## src/rtl/mac_dot_ctrl.sv

```systemverilog
// Dot-product sequencer: streams operand pairs from two sync-read memories into an
// external registered MAC and presents the accumulated sum on a valid/ready port.
module mac_dot_ctrl #(
  parameter int unsigned dataWidth = 16,
  parameter int unsigned addrWidth = 8
) (
  input  logic                 clk,
  input  logic                 rst,
  input  logic                 start,
  input  logic [addrWidth:0]   len,
  input  logic [addrWidth-1:0] base_a,
  input  logic [addrWidth-1:0] base_b,
  output logic                 busy,
  output logic                 rd_en,
  output logic [addrWidth-1:0] addr_a,
  output logic [addrWidth-1:0] addr_b,
  input  logic [dataWidth-1:0] rdata_a,
  input  logic [dataWidth-1:0] rdata_b,
  output logic                 mac_rst,
  output logic                 mac_ce,
  output logic [dataWidth-1:0] mac_a,
  output logic [dataWidth-1:0] mac_b,
  output logic [dataWidth-1:0] mac_tmp,
  input  logic [dataWidth-1:0] mac_out,
  output logic [dataWidth-1:0] result,
  output logic                 result_valid,
  input  logic                 result_ready
);

  typedef enum logic [2:0] {StIdle, StClear, StRun, StFlush, StDone} state_e;

  state_e               state_q, state_d;
  logic [addrWidth:0]   len_q;
  logic [addrWidth:0]   idx_q, idx_d;
  logic [addrWidth-1:0] base_a_q, base_b_q;
  logic                 d_vld_q;
  logic                 latch;

  always_ff @(posedge clk) begin
    if (rst) begin
      state_q  <= StIdle;
      len_q    <= '0;
      idx_q    <= '0;
      base_a_q <= '0;
      base_b_q <= '0;
      d_vld_q  <= 1'b0;
    end else begin
      state_q <= state_d;
      idx_q   <= idx_d;
      d_vld_q <= rd_en;
      if (latch) begin
        len_q    <= len;
        base_a_q <= base_a;
        base_b_q <= base_b;
      end
    end
  end

  always_comb begin
    state_d = state_q;
    idx_d   = idx_q;
    latch   = 1'b0;
    rd_en   = 1'b0;
    case (state_q)
      StIdle: begin
        if (start) begin
          latch   = 1'b1;
          idx_d   = '0;
          state_d = StClear;
        end
      end
      StClear: state_d = (len_q != '0) ? StRun : StFlush;
      StRun: begin
        rd_en = 1'b1;
        idx_d = idx_q + (addrWidth + 1)'(1);
        // idx is one bit wider than an address so len = 2^addrWidth terminates
        if (idx_q == len_q - (addrWidth + 1)'(1)) state_d = StFlush;
      end
      StFlush: state_d = StDone;
      StDone:  if (result_ready) state_d = StIdle;
      default: state_d = StIdle;
    endcase
  end

  assign addr_a = base_a_q + idx_q[addrWidth-1:0];
  assign addr_b = base_b_q + idx_q[addrWidth-1:0];

  // Zero operands make the MAC hold its sum, since it has no enable of its own
  assign mac_ce  = d_vld_q;
  assign mac_a   = d_vld_q ? rdata_a : '0;
  assign mac_b   = d_vld_q ? rdata_b : '0;
  assign mac_tmp = mac_out;
  assign mac_rst = rst | (state_q == StClear);

  assign busy         = (state_q != StIdle);
  assign result_valid = (state_q == StDone);
  assign result       = mac_out;

endmodule

```

## config.mk

```make
export PLATFORM = sky130hd
export DESIGN_NAME = mac_dot_ctrl
export DESIGN_NICKNAME = d
export VERILOG_FILES = /design/src/rtl/mac_dot_ctrl.sv
export SDC_FILE = /design/constraint.sdc
export NUM_CORES = 1
export LEC_CHECK = 0
export CAP_MARGIN = 25
export CELL_PAD_IN_SITES_DETAIL_PLACEMENT = 1
export CELL_PAD_IN_SITES_GLOBAL_PLACEMENT = 1
export CORE_ASPECT_RATIO = 1.1
export CORE_MARGIN = 3
export CORE_UTILIZATION = 28
export CTS_CLUSTER_DIAMETER = 120
export DETAILED_ROUTE_END_ITERATION = 10
export PLACE_DENSITY_LB_ADDON = 0.08
export SLEW_MARGIN = 15
export SYNTH_ARGS = -nofsm -noshare
export SYNTH_HDL_FRONTEND = slang
export SYNTH_SLANG_ARGS = --single-unit
```

## constraint.sdc

```tcl
create_clock -name clk -period 3.5 [get_ports clk]
set_input_delay 0.7 -clock clk [delete_from_list [all_inputs] [get_ports clk]]
set_output_delay 0.7 -clock clk [all_outputs]
set_load 0.01 [all_outputs]
```

# Word-level counts from Yosys, hierarchy flattened
# Cells that the tools add are included.
# W data, S select, Z words.
[totals]
romBits = 0
reg_bits = 38
mem_count = 0
latch_bits = 0
word_cells = 37
in_bits = 77
ram_bits = 0
out_inout_bits = 85
[classes]
shifts = 0
eq_ne = 8
n_lt_le_gt_ge = 0
bitwise_logic = 1
n_mul = 0
addsub = 4
reduce_logical = 6
mux = 12
n_div = 0
[ops]
columns = ["op", "n"]
rows = [
  ["$mux W16", 2],
  ["$pmux W9 S2", 1],
  ["$add A8 B8 Y8", 2],
  ["$pmux W3 S5", 1],
  ["$add A9 B1 Y9 const B", 1],
  ["$eq A9 B9 Y1", 1],
  ["$mux W3", 3],
  ["$mux W9", 1],
  ["$reduce_bool A9 Y1", 1],
  ["$sub A9 B1 Y9 const B", 1],
  ["$eq A3 B2 Y1 const B", 2],
  ["$mux W1", 4],
  ["$ne A2 B2 Y1 const B", 2],
  ["$eq A3 B1 Y1 const B", 1],
  ["$eq A3 B3 Y1 const B", 1],
  ["$logic_not A3 Y1", 1],
  ["$reduce_and A3 Y1", 1],
  ["$reduce_bool A3 Y1", 1],
  ["$ne A2 B1 Y1 const B", 1],
  ["$reduce_and A2 Y1", 1],
  ["$reduce_bool A2 Y1", 1],
  ["$or A1 B1 Y1", 1],
]

# Logic depth before layout (Yosys ltp)
# Gate-level depths: netlist of the first run.
[depth]
word_depth = 4
ltp_mapped = 9
ltp_nobuf = 9

# Least setup slack after synthesis of the first run
# OpenSTA, ideal clock, no wires.
[synth_path]
path_kind = "flip-flop to output port"
start = "register idx_q[0]"
end = "output port addr_b[6]"
required_time_ps = 2800
arrival_time_ps = 1810
slack_ps = 990
stages_incl_launch_ff = 10
n_path_buf = 0
cell_sequence = "dfxtp_1 ha_1 inv_1 fa_1 nor2b_1 o21ai_0 a21oi_1 o21a_1 nor2_1 xnor2_1"
[synth_via]
elab_chain_cells = 1
[synth_lines]
columns = ["item", "line_no", "source"]
rows = [
  ["from (decl)", "34", "logic [addrWidth:0] idx_q, idx_d;"],
  ["from (signal assigned)", "49", "idx_q <= idx_d;"],
  ["$add A8 B8 Y8", "86", "assign addr_b = base_b_q + idx_q[addrWidth-1:0];"],
  ["to (decl)", "16", "output logic [addrWidth-1:0] addr_b,"],
]
# No other way between the ends.

# Worst setup path after layout of the first run
[layout_path]
start = "register idx_q[1]"
end = "output port addr_a[7]"
[layout_via]
elab_chain_cells = 1
[layout_lines]
columns = ["item", "line_no", "source"]
rows = [
  ["$add A8 B8 Y8", "85", "assign addr_a = base_a_q + idx_q[addrWidth-1:0];"],
  ["to (decl)", "15", "output logic [addrWidth-1:0] addr_a,"],
]
# No other way between the ends.

==> results of run 1 <==
==> layout make-up <==
| class | count | area, µm² |
|---|---|---|
| repair buffers | 118 | 1170 |
| well taps | 117 | 146 |
| clock inverters | 1 | 5.00 |
| diodes | 1 | 2.50 |
| clock buffers | 7 | 86.3 |
| multi-input cells | 271 | 1710 |
| fillers | 1173 | 5690 |
| flip-flops and latches | 38 | 766 |
| inverters | 15 | 56.3 |
==> critical path: stages (launching register included) <==
cell                              delay (ps)
sky130_fd_sc_hd__dfxtp_2                 370
sky130_fd_sc_hd__ha_1                    300
sky130_fd_sc_hd__a21o_1                  180
sky130_fd_sc_hd__a21oi_1                 230
sky130_fd_sc_hd__o22ai_1                 150
sky130_fd_sc_hd__o41ai_2                 260
sky130_fd_sc_hd__xnor2_1                 170
sky130_fd_sc_hd__clkdlybuf4s50_1         570
==> final timing paths <==
kind,startpoint,slack [ps],to
worst max-delay path,idx_q[1],260,addr_a[7]
worst min-delay path,base_b_q[4],460,base_b_q[4]
worst max register to register,len_q[0],1380,state_q[0]
worst min register to register,base_b_q[4],460,base_b_q[4]
==> state kept, by name, summed over array words and instances (netlist names) <==
signal and count:
base_a_q 8, state_q 3, base_b_q 8, mac_ce 1, len_q 9, idx_q 9
==> per-stage QoR <==
| step | std cells | utilization | power (µW) | area (µm²) | hold WS [ps] |
|---|---|---|---|---|---|
| 2_1_floorplan | 377 | - | 1000 | 2840 | 440 |
| 3_3_place_gp | 559 | 0.397 | 1270 | 3820 | 454 |
| 3_5_place_dp | 559 | 0.397 | 1280 | 3820 | 454 |
| 4_1_cts | 567 | 0.406 | 1610 | 3910 | 466 |
| 5_1_grt | 568 | 0.409 | 1700 | 3940 | 489 |
| 6_report | 568 | 0.409 | 1580 | 3940 | 464 |
==> layer usage <==
| metal | part of all wire | track usage | vias up | wire, µm |
|---|---|---|---|---|
| li1 | - | - | 1358 | - |
| met1 | 0.39 | 0.188 | 1271 | 3690 |
| met2 | 0.52 | 0.303 | 105 | 4970 |
| met3 | 0.077 | 0.0351 | 10 | 737 |
| met4 | 0.017 | 0.0420 | 0 | 161 |
| met5 | 0 | 0 | - | 0 |
==> logic make-up (layout without fill, tap and decap cells) <==
group | count (synthesis) | after routing | share of synthesized area
buffers and inverters | 68 | 141 | 0.138
XOR/XNOR | 26 | 26 | 0.0802
adder cells (fa/ha/maj) | 18 | 18 | 0.0846
AND/OR/NAND/NOR | 161 | 161 | 0.290
other | 0 | 1 | 0
AO/OA/AOI/OAI | 65 | 65 | 0.136
multiplexers | 1 | 1 | 0.00353
flip-flops | 38 | 38 | 0.268
==> placed cells by master, fill, tap and decap left out, types with 14 or more instances in the layout <==
cell type,synthesis,routed
sky130_fd_sc_hd__dfxtp_1,38,36
sky130_fd_sc_hd__a21oi_1,40,39
sky130_fd_sc_hd__ha_1,16,16
sky130_fd_sc_hd__clkdlybuf4s50_1,0,111
sky130_fd_sc_hd__xnor2_1,17,17
sky130_fd_sc_hd__and2_1,33,33
sky130_fd_sc_hd__nor2_1,26,26
sky130_fd_sc_hd__inv_1,14,14
sky130_fd_sc_hd__nand2_1,59,59
==> repair_timing <==
item	4_1_cts	5_1_grt
pin swaps	0	2
setup endpoints to repair	1	4
gates resized for setup	1	7
==> report_power, final <==
part | switching, µW | internal [µW]
clock network | 164 | 159
registers | 81.5 | 487
logic | 331 | 356
==> qor.txt, run 1 <==
RUN STATUS
----------------------------------------------------------------------------------------------------
Run status                                                                              finished clean

SYNTHESIS
----------------------------------------------------------------------------------------------------
Flops & latches, synth                                                                            38
Post-synthesis area per instance                                                            7.53 µm²
Count of flip-flops with a built-in enable after synthesis                                         0
Cell with the most instances after synthesis                                            sky130_fd_sc_hd__nand2_1
Share of the synthesized area in the top cell type                                             0.268
Top area cells in the synthesized netlist                                               sky130_fd_sc_hd__dfxtp_1 (27%), sky130_fd_sc_hd__buf_4 (8.5%), sky130_fd_sc_hd__nand2_1 (7.8%), sky130_fd_sc_hd__and2_1 (7.3%), sky130_fd_sc_hd__a21oi_1 (7.1%)
Commonest register cell after synthesis                                                 sky130_fd_sc_hd__dfxtp_1
Cell area after synthesis                                                                   2840 µm²
Proportion of register bits with asynchronous set or reset after synthesis                         0
Yosys synthesis warning count                                                                      0
Syn nets                                                                                         472
Post-synthesis cell type count                                                                    45
Top cell types by occurrence after synthesis                                            sky130_fd_sc_hd__nand2_1 (59), sky130_fd_sc_hd__a21oi_1 (40), sky130_fd_sc_hd__dfxtp_1 (38)
Mapped Cells                                                                                     377
Cell accounting for the most synthesized area                                           sky130_fd_sc_hd__dfxtp_1
Register area share after synthesis                                                            0.268

FINAL LAYOUT
----------------------------------------------------------------------------------------------------
Signed area change from the synthesized netlist to the final layout                            38.9%
Number of nets in the finished design                                                            544
Layout cell share with drive strength beyond 1                                                0.0644

PLACEMENT
----------------------------------------------------------------------------------------------------
Pre-CTS setup slack                                                                           310 ps
Detail Placement HPWL                                                                        7.70 mm
PortBufs                                                                                         113
Weighted congestion reported at the end of routability-driven placement                        0.781

GLOBAL ROUTE
----------------------------------------------------------------------------------------------------
First-pass GRT wire length                                                                   14.8 mm
GRT Total Usage                                                                                0.164
Residual overflow from global routing                                                              0
Number of antenna violations at the first check in global routing                                  1
Pin count of the biggest net entering global routing                                              39
Via count of the first global-routing pass                                                      2770

FLOORPLANNING
----------------------------------------------------------------------------------------------------
Count of pins on the block boundary                                                              162
Horizontal extent of the die                                                                  102 µm
Row cnt                                                                                           37
Vertical die dimension                                                                        112 µm
Floorplan Core Area                                                                         9630 µm²
Effective utilization at floorplan                                                             0.295
Die area                                                                                   11400 µm²

TIMING
----------------------------------------------------------------------------------------------------
Minimum setup slack in the final design                                                       260 ps
Unrepaired setup endpoints after global routing                                                false
Final period util                                                                              0.926
Final worst clock skew                                                                       6.44 ps
Transition time of the tightest slew-check pin                                                827 ps
Peak Freq                                                                                  0.309 GHz
Setup-violating endpoint count in the final report                                                 0
Tmin final                                                                                   3240 ps
Normalized max-slew margin                                                                     0.447
Final hold violation count                                                                         0
Setup TNS after final layout                                                                    0 ps
Slew Viols, Final                                                                                  0

WORST HOLD PATH
----------------------------------------------------------------------------------------------------
Worst hold stages                                                                                  2
Kind of path behind the tightest hold check                                                  reg2reg

DETAILED ROUTING
----------------------------------------------------------------------------------------------------
Final wirelength                                                                             9.56 mm
Detailed Routing Iterations Pass 1                                                                 4
Routed len/inst                                                                              16.8 µm
Per-cell via count in the routed design                                                         4.83
Via count                                                                                       2744
Antenna viol nets, final                                                                           0
Number of DRC violations after detailed-routing iteration 0                                       99
Post-detailed-route DRC marker count                                                               0

PWR
----------------------------------------------------------------------------------------------------
Power density over the cells                                                              400 nW/µm²
Leak pwr                                                                                  0.00157 µW
Worst-case vdd ir drop                                                                      0.203 mV

CLOCK TREE
----------------------------------------------------------------------------------------------------
Deepest level of the CTS H-tree                                                                    2
Total CTS buffers                                                                                  5
Hold Buf Count CTS                                                                                 0
Worst-skew pair later-pin latency                                                             290 ps
Maximum count of clock buffers along a single path                                                 2
Clock Tree Root                                                                         sky130_fd_sc_hd__clkbuf_8
Clock-pin slew reported for the worst setup and hold paths after clock tree synthesis          80 ps
TritonCTS Sinks                                                                                   38
Clock tree from TritonCTS                                                                      built
Number of post-CTS setup repair buffers                                                            0

WORST SETUP PATH
----------------------------------------------------------------------------------------------------
Endpoint class of the critical path                                                     primary output
Crit start category                                                                        flip-flop
Depth of the worst register-to-register path                                                       8
Worst-path fanout max                                                                              8
Signal arrival time at the worst endpoint                                                    2540 ps
Worst EP required                                                                            2800 ps
Critical path class                                                                          reg2out

JOB
----------------------------------------------------------------------------------------------------
Maxcap violations                                                                                  0

Power figures use the tool's default switching activity.
==> run 2, diff against run 1 <==
--- a/config.mk
+++ b/config.mk
@@ -10,5 +10,4 @@
 export CELL_PAD_IN_SITES_GLOBAL_PLACEMENT = 1
 export CORE_ASPECT_RATIO = 1.1
-export CORE_MARGIN = 3
 export CORE_UTILIZATION = 28
 export CTS_CLUSTER_DIAMETER = 120
==> constraint.sdc (replaced) <==
create_clock -name clk -period 3.5 [get_ports clk]
set_input_delay 0.35 -clock clk [delete_from_list [all_inputs] [get_ports clk]]
set_output_delay 0.35 -clock clk [all_outputs]
set_load 0.01 [all_outputs]
==> run 2 against run 1 <==
Effect of this change: setup slack better by 110 ps; utilization is 1.2 points lower; die area is 7.4% lower; hold slack worse by 2.0 ps; combinational power is 2% higher; cell area is 0.79% lower; largest cell class unchanged; clock-buffer cell count is 1 lower; the run now ends with design-rule violations left; via count is 0.18% lower; cell count stayed put; clock power is 3% higher.
==> qor.txt, run 2 (synthesized netlist as in run 1, its figures left out) <==
FINAL LAYOUT
----------------------------------------------------------------------------------------------------
Number of diodes added for antenna fixing                                                          0
Number of nets in the finished design                                                            542
Number of filler instances in the final layout                                                  1198
Leading registers by flop count                                                         idx_q: 9 flops, len_q: 9 flops
Most frequent standard cell in the layout excluding fill and tap cells                  sky130_fd_sc_hd__clkdlybuf4s50_1
Most used cells in the layout excluding fill and tap cells                              sky130_fd_sc_hd__clkdlybuf4s50_1 (113), sky130_fd_sc_hd__nand2_1 (59), sky130_fd_sc_hd__a21oi_1 (40), sky130_fd_sc_hd__dfxtp_1 (38), sky130_fd_sc_hd__and2_1 (33)
Layout cell share with drive strength beyond 1                                                0.0513
Signed area change from the synthesized netlist to the final layout                            37.8%
Finished Layout Cells                                                                            568

GLOBAL ROUTE
----------------------------------------------------------------------------------------------------
First-pass GRT wire length                                                                   14.3 mm
Number of antenna violations at the first check in global routing                                  0
Residual overflow from global routing                                                              0
Via count of the first global-routing pass                                                      2824
GRT Total Usage                                                                                0.174
Pin count of the biggest net entering global routing                                              39

PLACEMENT
----------------------------------------------------------------------------------------------------
PortBufs                                                                                         113
Weighted congestion reported at the end of routability-driven placement                        0.779
Detail Placement HPWL                                                                        6.92 mm
Count of placed standard cells including taps                                                    560

CLOCK TREE
----------------------------------------------------------------------------------------------------
Total CTS buffers                                                                                  5
Number of post-CTS setup repair buffers                                                            0
TritonCTS Sinks                                                                                   38
Hold Buf Count CTS                                                                                 0
Clock-pin slew reported for the worst setup and hold paths after clock tree synthesis          90 ps
Clock tree from TritonCTS                                                                      built
Worst-skew pair later-pin latency                                                             310 ps
Clock Tree Root                                                                         sky130_fd_sc_hd__clkbuf_8
Maximum count of clock buffers along a single path                                                 2
Deepest level of the CTS H-tree                                                                    2
Count of cells resized by post-cts repair                                                          0

TIMING
----------------------------------------------------------------------------------------------------
Setup TNS after final layout                                                                    0 ps
Final hold violation count                                                                         0
Final period util                                                                              0.895
Unrepaired setup endpoints after global routing                                                false
Normalized max-slew margin                                                                     0.499
Transition time of the tightest slew-check pin                                                751 ps
Tmin final                                                                                   3130 ps
Peak Freq                                                                                  0.319 GHz
Setup-violating endpoint count in the final report                                                 0
Worst hold slack across all endpoints                                                         462 ps
Slew Viols, Final                                                                                  0
Final worst clock skew                                                                       12.5 ps

PWR
----------------------------------------------------------------------------------------------------
Comb pwr share                                                                                 0.437
Register share of total power                                                                  0.355
Total net switching power                                                                     593 µW
Power density over the cells                                                              409 nW/µm²
Switching Fraction                                                                             0.371
Internal Power                                                                               1010 µW
Share of power burned in the clock network                                                     0.208
Leak pwr                                                                                  0.00151 µW
Worst-case vdd ir drop                                                                      0.226 mV

WORST HOLD PATH
----------------------------------------------------------------------------------------------------
Kind of path behind the tightest hold check                                                  reg2reg

WORST SETUP PATH
----------------------------------------------------------------------------------------------------
Worst-path fanout max                                                                              8
Cell Chain, Critical Path                                                               ha_1, inv_1, fa_1, nor2b_1, o21ai_0, a21oi_1, o21a_1, nor2_1, xnor2_1, clkdlybuf4s50_1
CP max stage delay                                                                            550 ps
Signal arrival time at the worst endpoint                                                    2780 ps
Crit start category                                                                        flip-flop
Critical path class                                                                          reg2out
Cell family contributing the most delay on the critical path                             adder cells
Cell with the largest stage delay on the worst path                                     sky130_fd_sc_hd__clkdlybuf4s50_1
Worst EP required                                                                            3150 ps
Endpoint class of the critical path                                                     primary output
Crit path buf inv count                                                                            2

DETAILED ROUTING
----------------------------------------------------------------------------------------------------
Per-cell via count in the routed design                                                         4.82
Uppermost signal routing layer after detailed routing                                           met4
Post-detailed-route DRC marker count                                                              19
Final wirelength                                                                             8.90 mm
Antenna viol nets, final                                                                           0
Wire length on met2                                                                          4.56 mm
WL met1                                                                                      3.54 mm
Number of DRC violations after detailed-routing iteration 0                                      120
Via count                                                                                       2739
Routed len/inst                                                                              15.7 µm
Detailed-routed wire length on met3                                                           656 µm
Detailed Routing Iterations Pass 1                                                                 8

FLOORPLANNING
----------------------------------------------------------------------------------------------------
Floorplan Core Area                                                                         9840 µm²
Die area                                                                                   10500 µm²
Count of pins on the block boundary                                                              162
Horizontal extent of the die                                                                 98.0 µm
Vertical die dimension                                                                        108 µm
Row cnt                                                                                           38
Effective utilization at floorplan                                                             0.288

JOB
----------------------------------------------------------------------------------------------------
Maxcap violations                                                                                  0

RUN STATUS
----------------------------------------------------------------------------------------------------
Violated checks                                                                         design-rule violations
Run status                                                                              complete, but fails checks

[run 2: cell count changes in the layout (fill, tap and decap cells not counted), sizes merged]
cell / change
diode: -1
dlymetal6s2s: -2
buf: -2
clkdlybuf4s50: +2
clkbuf: -1
clkinvlp: +1
[run 2: worst reg2reg max path, cell delays in order, from the launching register on]
cell and delay (ps):
sky130_fd_sc_hd__dfxtp_1 410, sky130_fd_sc_hd__inv_1 100, sky130_fd_sc_hd__ha_1 260, sky130_fd_sc_hd__or3b_4 420, sky130_fd_sc_hd__nor3_2 180, sky130_fd_sc_hd__a21oi_1 110, sky130_fd_sc_hd__a2111oi_2 240, sky130_fd_sc_hd__a41oi_1 200
sky130_fd_sc_hd__nor4_2 170
[run 2: cell type report]
cell class | instances | area (µm²) | area share
flip-flops and latches | 38 | 761 | 0.194
clock buffers | 6 | 82.6 | 0.0211
multi-input cells | 271 | 1690 | 0.432
inverters | 15 | 56.3 | 0.0144
well taps | 120 | 150 | 0.0384
clock inverters | 2 | 12.5 | 0.00320
repair buffers | 116 | 1160 | 0.297
[run 2: routing by layer]
| metal | track usage | vias to the layer above |
|---|---|---|
| li1 | - | 1359 |
| met1 | 0.186 | 1259 |
| met2 | 0.336 | 109 |
| met3 | 0.0357 | 12 |
| met4 | 0.0584 | 0 |
| met5 | 0 | - |
[run 2: path summary, 6_finish.rpt]
| path | start | endpoint | cells past startpoint | slack [ps] |
|---|---|---|---|---|
| setup / recovery | idx_q[0] | addr_b[6] | 10 | 370 |
| hold / removal | base_b_q[0] | base_b_q[0] | 2 | 460 |
| setup reg to reg | len_q[0] | state_q[0] | 8 | 1340 |
| hold reg to reg | base_b_q[0] | base_b_q[0] | 2 | 460 |
[run 2: power groups by stage]
stage	sequential (µW)	combinational, µW	clock, µW
2_1_floorplan	530	471	0
3_3_place_gp	577	689	0
3_5_place_dp	581	708	0
4_1_cts	571	713	350
5_1_grt	582	775	370
6_report	568	698	332
[run 2: stage by stage]
step	cell area (µm²)	setup WS, ps	utilization	power, µW
after global placement	3800	741	0.386	1270
after detailed placement	3820	709	0.388	1290
after CTS	3910	344	0.397	1630
final	3910	366	0.397	1600
after global routing	3910	171	0.397	1730
after floorplan	2840	1340	-	1000
==> run 3, diff against run 2 <==
- CORE_MARGIN: not set -> 2
- REMOVE_ABC_BUFFERS: not set -> 1
==> run 3 against run 2 <==
Effect of this change: the flow now finishes without violations; cell count rose by 0.18%; utilization shrank 0.28 points; clock skew is 4.5 ps lower; setup slack got worse by 140 ps; critical path type unchanged; largest cell class unchanged; highest routed layer unchanged.
==> qor.txt, run 3 (synthesized netlist as in run 1, its figures left out) <==
TIMING
----------------------------------------------------------------------------------------------------
Transition time of the tightest slew-check pin                                                786 ps
Setup-violating endpoint count in the final report                                                 0
Normalized max-slew margin                                                                     0.475
Setup TNS after final layout                                                                    0 ps
Worst hold slack across all endpoints                                                         464 ps
Final hold violation count                                                                         0
Tmin final                                                                                   3280 ps
Final period util                                                                              0.936
Unrepaired setup endpoints after global routing                                                false
Slew Viols, Final                                                                                  0
Peak Freq                                                                                  0.305 GHz
Final worst clock skew                                                                       8.04 ps

WORST HOLD PATH
----------------------------------------------------------------------------------------------------
Kind of path behind the tightest hold check                                                  reg2reg

CLOCK TREE
----------------------------------------------------------------------------------------------------
TritonCTS Sinks                                                                                   38
Number of post-CTS setup repair buffers                                                            0
Clock-pin slew reported for the worst setup and hold paths after clock tree synthesis          80 ps
Count of cells resized by post-cts repair                                                          0
Clock tree from TritonCTS                                                                      built
Deepest level of the CTS H-tree                                                                    2
Clock Tree Root                                                                         sky130_fd_sc_hd__clkbuf_8
Total CTS buffers                                                                                  5
Maximum count of clock buffers along a single path                                                 2
Hold Buf Count CTS                                                                                 0
Worst-skew pair later-pin latency                                                             300 ps

WORST SETUP PATH
----------------------------------------------------------------------------------------------------
Endpoint class of the critical path                                                     primary output
Critical path class                                                                          reg2out
Worst EP required                                                                            3150 ps
Worst-path fanout max                                                                              8
Crit start category                                                                        flip-flop
Signal arrival time at the worst endpoint                                                    2930 ps

FLOORPLANNING
----------------------------------------------------------------------------------------------------
Horizontal extent of the die                                                                  100 µm
Effective utilization at floorplan                                                             0.287
Row cnt                                                                                           38
Count of pins on the block boundary                                                              162
Die area                                                                                   11000 µm²
Floorplan Core Area                                                                         9890 µm²
Vertical die dimension                                                                        110 µm

FINAL LAYOUT
----------------------------------------------------------------------------------------------------
Signed area change from the synthesized netlist to the final layout                            37.5%
Most frequent standard cell in the layout excluding fill and tap cells                  sky130_fd_sc_hd__clkdlybuf4s50_1
Leading registers by flop count                                                         idx_q: 9 flops, len_q: 9 flops
Layout cell share with drive strength beyond 1                                                0.0512
Number of nets in the finished design                                                            543
Most used cells in the layout excluding fill and tap cells                              sky130_fd_sc_hd__clkdlybuf4s50_1 (113), sky130_fd_sc_hd__nand2_1 (59), sky130_fd_sc_hd__a21oi_1 (40), sky130_fd_sc_hd__dfxtp_1 (38), sky130_fd_sc_hd__and2_1 (33)
Finished Layout Cells                                                                            569
Number of diodes added for antenna fixing                                                          0

DETAILED ROUTING
----------------------------------------------------------------------------------------------------
Post-detailed-route DRC marker count                                                               0
Final wirelength                                                                             9.53 mm
Detailed Routing Iterations Pass 1                                                                 4
Via count                                                                                       2736
Per-cell via count in the routed design                                                         4.81
Antenna viol nets, final                                                                           0
Routed len/inst                                                                              16.7 µm
Number of DRC violations after detailed-routing iteration 0                                       52

PLACEMENT
----------------------------------------------------------------------------------------------------
Detail Placement HPWL                                                                        7.44 mm
PortBufs                                                                                         113
Count of placed standard cells including taps                                                    561
Weighted congestion reported at the end of routability-driven placement                        0.757

PWR
----------------------------------------------------------------------------------------------------
Leak pwr                                                                                  0.00151 µW
Power density over the cells                                                              403 nW/µm²
Worst-case vdd ir drop                                                                      0.144 mV

GLOBAL ROUTE
----------------------------------------------------------------------------------------------------
GRT Total Usage                                                                                0.173
Residual overflow from global routing                                                              0
Number of antenna violations at the first check in global routing                                  0
Via count of the first global-routing pass                                                      2678
Pin count of the biggest net entering global routing                                              39
First-pass GRT wire length                                                                   14.7 mm

JOB
----------------------------------------------------------------------------------------------------
Maxcap violations                                                                                  0

RUN STATUS
----------------------------------------------------------------------------------------------------
Run status                                                                              finished clean

==> run 3: cell types whose count changed in the layout (fill, tap and decap cells not counted), sizes merged <==
cell | previous run | this run
clkinvlp | 1 | 0
clkinv | 1 | 2
buf | 3 | 4
==> run 3: final timing paths <==
| kind | start | end | slack, ps | depth (start not counted) |
|---|---|---|---|---|
| setup / recovery | idx_q[1] | addr_b[7] | 220 | 7 |
| hold / removal | base_b_q[6] | base_b_q[6] | 460 | 2 |
| hold reg to reg | base_b_q[6] | base_b_q[6] | 460 | 2 |
| setup reg to reg | len_q[0] | state_q[0] | 1420 | 8 |
==> run 3: area by class of cell <==
| cell class | instances | area, µm² |
|---|---|---|
| fill | 1220 | 5990 |
| multi-input combinational | 271 | 1690 |
| timing repair buffer | 117 | 1160 |
| sequential | 38 | 761 |
| tap | 120 | 150 |
| clock buffer | 6 | 72.6 |
| inverter | 15 | 56.3 |
| clock inverter | 2 | 13.8 |
==> run 3: metal layers <==
layer	wire [µm]	track usage	part of all wire	vias up
li1	-	-	-	1356
met1	4060	0.204	0.43	1288
met2	4820	0.316	0.51	85
met3	573	0.0451	0.060	7
met4	75	0.0382	0.0079	0
met5	0	0	0	-
==> run 3: worst max-delay path, stage by stage, from the launching register on <==
cell                              delay [ps]
sky130_fd_sc_hd__dfxtp_1                 520
sky130_fd_sc_hd__ha_1                    290
sky130_fd_sc_hd__a21o_1                  180
sky130_fd_sc_hd__a21oi_1                 230
sky130_fd_sc_hd__o22ai_1                 150
sky130_fd_sc_hd__o41ai_1                 540
sky130_fd_sc_hd__xnor2_1                 180
sky130_fd_sc_hd__clkdlybuf4s50_1         550
==> run 3: per-stage QoR <==
step,utilization,total power (µW),setup WS (ps),area (µm²)
floorplan,-,932,1340,2500
global placement,0.386,1270,548,3820
detailed placement,0.386,1280,502,3820
CTS,0.395,1600,157,3900
global route,0.395,1680,0.569,3900
finish,0.395,1570,223,3900
==> run 3: where the power goes <==
group | switching, µW | internal (µW)
Sequential | 81.9 | 485
Combinational | 335 | 357
Clock | 172 | 141
